<file path="config.mk">
export PLATFORM = sky130hd
export DESIGN_NAME = stopwatch_top
export DESIGN_NICKNAME = d
export VERILOG_FILES = /design/src/rtl/stopwatch_top.sv
export SDC_FILE = /design/constraint.sdc
export NUM_CORES = 1
export LEC_CHECK = 0
export CAP_MARGIN = 20
export CORE_MARGIN = 2
export CORE_UTILIZATION = 39
export DETAILED_ROUTE_END_ITERATION = 8
export DONT_BUFFER_PORTS = 1
export PLACE_DENSITY = 0.58
export SYNTH_ARGS = -nofsm -noshare
export SYNTH_HDL_FRONTEND = slang
export SYNTH_HIERARCHICAL = 1
export SYNTH_SLANG_ARGS = --single-unit
</file>
<file path="constraint.sdc">
create_clock -name clk -period 3.71 [get_ports clk]
set_input_delay 0.742 -clock clk [delete_from_list [all_inputs] [get_ports clk]]
set_output_delay 0.742 -clock clk [all_outputs]
set_load 0.005 [all_outputs]
</file>
<file path="src/rtl/stopwatch_top.sv">
`timescale 1ns/1ps
// Purpose: MM:SS stopwatch with pause, 2 Hz minute/second adjust and a
//          multiplexed 4-digit common-anode 7-segment display driver.
// Latency: count digits update on the tick edge; pause acts 3 cycles after the
//          input edge, adj/sel 2 cycles after; seg/dig are registered together.
// Backpressure: none; every input is sampled on every clock.
//
// Ports:
//   clk            system clock, rising edge
//   reset          asynchronous, active-high, clears all state
//   pause          pushbutton; each synchronized rising edge toggles run/hold
//   adj            switch, 1 = adjust mode
//   sel            switch, adjust target (0 = minutes, 1 = seconds)
//   min1/min2      minutes tens (0-5) / ones (0-9)
//   sec1/sec2      seconds tens (0-5) / ones (0-9)
//   seg            active-low segments, seg[0]=a .. seg[6]=g
//   dig            active-low anodes, dig[3]=min1 .. dig[0]=sec2

// Free-running divider that raises tick_o for one cycle every DIV cycles.
// The first tick arrives DIV cycles after reset is released.
module stopwatch_tick #(
  parameter int DIV = 10
) (
  input  logic clk_i,
  input  logic rst_i,
  output logic tick_o
);

  localparam int W = (DIV > 1) ? $clog2(DIV) : 1;

  logic [W-1:0] cnt_q;
  logic [W-1:0] cnt_d;

  assign tick_o = (cnt_q == W'(DIV - 1));

  always_comb begin
    cnt_d = cnt_q + W'(1);
    if (tick_o) begin
      cnt_d = '0;
    end
  end

  always_ff @(posedge clk_i or posedge rst_i) begin
    if (rst_i) begin
      cnt_q <= '0;
    end else begin
      cnt_q <= cnt_d;
    end
  end

endmodule

module stopwatch_top #(
  parameter int ONE_HZ_DIV = 100_000_000,
  parameter int TWO_HZ_DIV = 50_000_000,
  parameter int SCAN_DIV   = 200_000,
  parameter int BLINK_DIV  = 25_000_000
) (
  input  logic       clk,
  input  logic       reset,
  input  logic       pause,
  input  logic       adj,
  input  logic       sel,
  output logic [2:0] min1,
  output logic [3:0] min2,
  output logic [2:0] sec1,
  output logic [3:0] sec2,
  output logic [6:0] seg,
  output logic [3:0] dig
);

  // ---------------------------------------------------------------------------
  // Input synchronizers
  // ---------------------------------------------------------------------------
  logic [1:0] pause_sync_q;
  logic [1:0] adj_sync_q;
  logic [1:0] sel_sync_q;
  logic       pause_dly_q;   // previous synchronized pause, for edge detect

  logic pause_s;
  logic adj_s;
  logic sel_s;
  logic pause_rise;

  always_ff @(posedge clk or posedge reset) begin
    if (reset) begin
      pause_sync_q <= '0;
      adj_sync_q   <= '0;
      sel_sync_q   <= '0;
      pause_dly_q  <= 1'b0;
    end else begin
      pause_sync_q <= {pause_sync_q[0], pause};
      adj_sync_q   <= {adj_sync_q[0], adj};
      sel_sync_q   <= {sel_sync_q[0], sel};
      pause_dly_q  <= pause_sync_q[1];
    end
  end

  assign pause_s    = pause_sync_q[1];
  assign adj_s      = adj_sync_q[1];
  assign sel_s      = sel_sync_q[1];
  // A held button produces a single pulse: only the 0->1 transition counts.
  assign pause_rise = pause_s & ~pause_dly_q;

  // ---------------------------------------------------------------------------
  // Tick generators; never reset by mode changes
  // ---------------------------------------------------------------------------
  logic tick_1hz;
  logic tick_2hz;
  logic tick_scan;
  logic tick_blink;

  stopwatch_tick #(.DIV(ONE_HZ_DIV)) u_tick_1hz (
    .clk_i  (clk),
    .rst_i  (reset),
    .tick_o (tick_1hz)
  );

  stopwatch_tick #(.DIV(TWO_HZ_DIV)) u_tick_2hz (
    .clk_i  (clk),
    .rst_i  (reset),
    .tick_o (tick_2hz)
  );

  stopwatch_tick #(.DIV(SCAN_DIV)) u_tick_scan (
    .clk_i  (clk),
    .rst_i  (reset),
    .tick_o (tick_scan)
  );

  stopwatch_tick #(.DIV(BLINK_DIV)) u_tick_blink (
    .clk_i  (clk),
    .rst_i  (reset),
    .tick_o (tick_blink)
  );

  // ---------------------------------------------------------------------------
  // Run/hold state. Pause edges toggle it even in adjust mode; it only gates
  // counting once adj returns to 0.
  // ---------------------------------------------------------------------------
  typedef enum logic {
    ST_RUN  = 1'b0,
    ST_HOLD = 1'b1
  } run_state_e;

  run_state_e state_q;
  run_state_e state_d;
  logic       paused;

  always_ff @(posedge clk or posedge reset) begin
    if (reset) begin
      state_q <= ST_RUN;
    end else begin
      state_q <= state_d;
    end
  end

  always_comb begin
    state_d = state_q;
    if (pause_rise) begin
      state_d = (state_q == ST_RUN) ? ST_HOLD : ST_RUN;
    end
  end

  // Counting below looks at state_q, so a tick coinciding with the toggle
  // still sees the pre-toggle state.
  assign paused = (state_q == ST_HOLD);

  // ---------------------------------------------------------------------------
  // Time digits
  // ---------------------------------------------------------------------------
  logic [2:0] min1_q, min1_d;
  logic [3:0] min2_q, min2_d;
  logic [2:0] sec1_q, sec1_d;
  logic [3:0] sec2_q, sec2_d;

  logic count_en;
  logic adjust_en;

  assign count_en  = ~adj_s & ~paused & tick_1hz;
  assign adjust_en = adj_s & tick_2hz;

  always_comb begin
    min1_d = min1_q;
    min2_d = min2_q;
    sec1_d = sec1_q;
    sec2_d = sec2_q;

    if (count_en) begin
      // Full carry chain 00:00 .. 59:59 -> 00:00
      if (sec2_q == 4'd9) begin
        sec2_d = 4'd0;
        if (sec1_q == 3'd5) begin
          sec1_d = 3'd0;
          if (min2_q == 4'd9) begin
            min2_d = 4'd0;
            min1_d = (min1_q == 3'd5) ? 3'd0 : min1_q + 3'd1;
          end else begin
            min2_d = min2_q + 4'd1;
          end
        end else begin
          sec1_d = sec1_q + 3'd1;
        end
      end else begin
        sec2_d = sec2_q + 4'd1;
      end
    end else if (adjust_en) begin
      // Adjust advances only the selected pair; no carry between pairs.
      if (sel_s) begin
        if (sec2_q == 4'd9) begin
          sec2_d = 4'd0;
          sec1_d = (sec1_q == 3'd5) ? 3'd0 : sec1_q + 3'd1;
        end else begin
          sec2_d = sec2_q + 4'd1;
        end
      end else begin
        if (min2_q == 4'd9) begin
          min2_d = 4'd0;
          min1_d = (min1_q == 3'd5) ? 3'd0 : min1_q + 3'd1;
        end else begin
          min2_d = min2_q + 4'd1;
        end
      end
    end
  end

  always_ff @(posedge clk or posedge reset) begin
    if (reset) begin
      min1_q <= '0;
      min2_q <= '0;
      sec1_q <= '0;
      sec2_q <= '0;
    end else begin
      min1_q <= min1_d;
      min2_q <= min2_d;
      sec1_q <= sec1_d;
      sec2_q <= sec2_d;
    end
  end

  assign min1 = min1_q;
  assign min2 = min2_q;
  assign sec1 = sec1_q;
  assign sec2 = sec2_q;

  // ---------------------------------------------------------------------------
  // Display scan and blink
  // ---------------------------------------------------------------------------
  logic [1:0] scan_idx_q, scan_idx_d;
  logic       blink_q, blink_d;
  logic [6:0] seg_q, seg_d;
  logic [3:0] dig_q, dig_d;
  logic [3:0] digit_val;

  assign scan_idx_d = scan_idx_q + {1'b0, tick_scan};
  assign blink_d    = blink_q ^ tick_blink;

  always_comb begin
    dig_d     = 4'b1110;
    digit_val = sec2_q;
    case (scan_idx_q)
      2'd0: begin
        dig_d     = 4'b1110;
        digit_val = sec2_q;
      end
      2'd1: begin
        dig_d     = 4'b1101;
        digit_val = {1'b0, sec1_q};
      end
      2'd2: begin
        dig_d     = 4'b1011;
        digit_val = min2_q;
      end
      default: begin
        dig_d     = 4'b0111;
        digit_val = {1'b0, min1_q};
      end
    endcase

    // Blank the pair being adjusted during the on-phase of the blink.
    if (adj_s && blink_q) begin
      if (sel_s) begin
        dig_d[1:0] = 2'b11;
      end else begin
        dig_d[3:2] = 2'b11;
      end
    end

    // Active-low, bit order g..a
    case (digit_val)
      4'd0:    seg_d = 7'b1000000;
      4'd1:    seg_d = 7'b1111001;
      4'd2:    seg_d = 7'b0100100;
      4'd3:    seg_d = 7'b0110000;
      4'd4:    seg_d = 7'b0011001;
      4'd5:    seg_d = 7'b0010010;
      4'd6:    seg_d = 7'b0000010;
      4'd7:    seg_d = 7'b1111000;
      4'd8:    seg_d = 7'b0000000;
      4'd9:    seg_d = 7'b0010000;
      default: seg_d = 7'b1111111;
    endcase
  end

  always_ff @(posedge clk or posedge reset) begin
    if (reset) begin
      scan_idx_q <= 2'd0;
      blink_q    <= 1'b0;
      seg_q      <= 7'b1000000;
      dig_q      <= 4'b1110;
    end else begin
      scan_idx_q <= scan_idx_d;
      blink_q    <= blink_d;
      seg_q      <= seg_d;
      dig_q      <= dig_d;
    end
  end

  assign seg = seg_q;
  assign dig = dig_q;

endmodule

</file>
==> results by group <==
Logic synthesis
  • Mean post-synth cell area: ~11 µm²
  • Synth Register Bits: roughly 130
  • Ranking of synthesized cells by area: dfrtp_1 (49%), xnor2_1 (5.5%), nand4_1 (3.2%), xor2_1 (3.1%), nor2_1 (2.7%)
  • Most common cell in the netlist: dfrtp_1
  • Synth warn: 6
  • Most common library cells after synthesis: dfrtp_1 (128), nor2_1 (47), nand2_1 (43)
  • Synth area leader: dfrtp_1
  • Primary FF master, synth: dfrtp_1
  • FFs w/ async S/R, synth: 100%
  • Post-Syn Nets: 641
  • Post-synth EDFFs: 0
  • Seq/Total Area, Yosys: 50.2%
  • Post-Synthesis Cells: 627
  • Mapped Area: between 6000 and 7000 µm²
  • Yosys cell types: 70
  • Share of the synthesized area in the top cell type: 48.6%

Outcome
  • Status: completed

Timing
  • Worst slew pin tran: ~1000 ps
  • Final Hold Viols: 0
  • Number of setup violations in the final report: 0
  • Setup TNS Final: 0 ps
  • Period utilization: just over 70%
  • Max-slew headroom: 33.2%
  • Fmax: 0.378 GHz
  • PnR worst setup slack: approximately 1100 ps
  • Clock Skew: 5.72 ps
  • RSZ-0062 raised after global routing: false
  • Fin crit period: ~2600 ps
  • Final slew viol count: 0

Setup path
  • CP bufs+invs: 0
  • CP max stage delay: about 450 ps
  • Worst setup SP type: register
  • Crit path kind: register to register
  • Worst setup EP type: register
  • Arrival @ worst endpoint: between 2000 and 3000 ps
  • Slowest CP cell: dfrtp_1
  • Critical Path, Cell by Cell: nor4b_1 > nand4_1 > nor4_2 > or3b_4 > o31ai_4 > nand3_2 > mux2_4
  • CP max FO: 6
  • Critical Path RT: 4010 ps
  • CP top delay family: simple AND/OR/NAND/NOR gates

Clock network
  • CTS buffer count: 17
  • CTS Hold Bufs: 0
  • Latest clock arrival within the worst-skew pair: 410 ps
  • Clock buffer depth: 2
  • Clock slew at reported path FFs: 60 ps
  • Clock root cell: clkbuf_16
  • # H-tree levels: 4
  • Resized cells post-CTS: 0
  • Sink Count: 132
  • Number of setup buffers added after CTS: 0
  • TritonCTS clock tree: built

Floorplanning
  • Starting Density: between 30 and 40%
  • Height of the die: 134 µm
  • Number of placement rows: 47
  • Die X: 134 µm
  • DIE AREA: about 18,000 µm²
  • Core ar.: 16,500 µm²
  • Num ports: 30

Finish
  • Finished Layout Cells: 872
  • Share of cells above drive strength 1: 10.8%
  • Core Util, Final: 45.4%
  • Final #Nets: 650
  • Fin area: 7500 µm²
  • Layout area overhead: 13.9%
  • Fillers: ~1,500

Route
  • Met1 wire length: 6180 µm
  • Met3 wire length: 569 µm
  • Final wirelength: roughly 13,000 µm
  • Vias per std cell: around 5.5
  • Iter 0 DRT Violations: about 260
  • Drt first pass iters: 5
  • Routed wire length on met2: 6450 µm
  • Final ANT Viol Nets: 0
  • Drt drc: 0
  • DR WL/cell: 15.3 µm
  • Max layer used: met4
  • Via count: 4,817

Placement
  • Port bufs: 0
  • Place WS: 1060 ps
  • Gpl congestion: 0.842
  • Post-detail-place hpwl: 9220 µm
  • Area post-placement: 6810 µm²
  • Placed Instances: between 800 and 900

Pwr
  • Leakage: 0.00316 µW
  • VDD IR-drop max: 314 µV
  • Pwr/cell area: 429 nW/µm²

GRT
  • Initial antenna violation count: 3
  • GRT Resource Usage Total: 15.9%
  • Total gr overflow: 0
  • Vias in the first global route: 4,560
  • Largest net degree at the start of global routing: 35
  • First-pass GRT wire length: roughly 23,000 µm

Flow run
  • Max-Cap Viols: 0

Min path
  • Worst Hold Class: input port to async pin
report_power, final:
group | internal (µW) | leakage [µW] | switching (µW) | total, µW
Combinational | 12.8 | 0.00111 | 31.3 | 44.2
Clock | 1110 | 0.000298 | 600 | 1710
Sequential | 1450 | 0.00175 | 9.39 | 1460
cell type report:
class / count / area [µm²] / share of cell area, %
flip-flops and latches: 132 / 3310 / 44.1
multi-input cells: 457 / 3120 / 41.6
clock buffers: 25 / 526 / 7.00
well taps: 220 / 275 / 3.67
clock inverters: 7 / 92.6 / 1.23
repair buffers: 6 / 92.6 / 1.23
inverters: 22 / 82.6 / 1.10
diodes: 3 / 7.51 / 0.100
cells in the final DEF, fill, tap and decap left out, types with 3 or more instances in the layout:
cell type,synthesis,routed
inv_1,22,22
nor4bb_1,3,3
a21o_1,3,3
nand2_1,43,43
clkbuf_8,0,7
buf_4,0,3
nor2_1,47,47
diode_2,0,3
nor3_1,14,14
nand3b_1,3,3
nor3b_1,4,4
nand4_1,34,34
and4_1,12,12
dfrtp_1,128,128
mux2i_1,7,7
or4_1,11,11
nand2b_1,4,4
ha_1,9,9
and2_1,5,5
nor4_1,6,6
clkbuf_16,0,17
xnor2_1,41,41
o21ai_0,21,21
a21oi_1,24,24
clkinvlp_4,0,3
o21a_1,4,4
nand3_1,33,33
nand4b_1,6,6
xor2_1,23,23
a31oi_1,6,6
nor4b_1,5,5
o31ai_1,12,12
mux2_2,3,3
and3_1,14,14
or3_1,9,9
dfstp_2,4,4
o211ai_1,4,4
nor2b_1,8,8
stage by stage:
| step | total power [µW] | hold slack, ps |
|---|---|---|
| 2_1_floorplan | 1510 | 331 |
| 3_3_place_gp | 1520 | 343 |
| 3_5_place_dp | 1520 | 337 |
| 4_1_cts | 3250 | 53.3 |
| 5_1_grt | 3340 | 49.8 |
| 6_report | 3220 | 72.1 |
final timing paths:
kind	slack, ps	to	cells after the start	start
worst max-delay path	1070	min1[1]	7	u_tick_1hz/cnt_q[11]
worst min-delay path	70	pause_sync_q[1]	1	reset
worst max register to register	1070	min1[1]	7	u_tick_1hz/cnt_q[11]
worst min register to register	350	adj_sync_q[1]	0	adj_sync_q[0]
max in group asynchronous	2910	u_tick_2hz/cnt_q[22]	2	reset
min in group clk	350	adj_sync_q[1]	0	adj_sync_q[0]
registers in the layout, indices dropped and copies added, names as in the netlist, 2 cells and up:
signal,flops
dig,4
u_tick_2hz/cnt_q,26
u_tick_scan/cnt_q,18
min2,4
sel_sync_q,2
u_tick_blink/cnt_q,25
sec2,4
seg,7
scan_idx_q,2
u_tick_1hz/cnt_q,27
adj_sync_q,2
sec1,3
pause_sync_q,2
min1,3
routing by layer:
layer / global-route usage [%] / vias to the layer above
li1: - / 2326
met1: 21.6 / 2379
met2: 24.2 / 102
met3: 4.76 / 10
met4: 5.97 / 0
met5: 0 / -
kinds of logic (layout without fill, tap and decap cells):
| family | count (synthesis) | after routing | synth area share (%) |
|---|---|---|---|
| and+or+nand+nor | 282 | 282 | 25.8 |
| DFF | 132 | 132 | 50.2 |
| AOI/OAI and AO/OA | 89 | 89 | 8.79 |
| xor gates and xnor gates | 64 | 64 | 8.51 |
| buffers and inverters | 38 | 60 | 2.45 |
| muxes | 13 | 13 | 2.49 |
| adders and majority gates | 9 | 9 | 1.71 |
| other | 0 | 3 | 0 |
worst reg2reg max path, delay by kind of cell, from the launching register on:
kind               cells  cell delay, ps
AOI/OAI and AO/OA      1             330
and+or+nand+nor        5            1440
muxes                  1             310
DFF                    1             450
(Power assumes the default switching activity.)
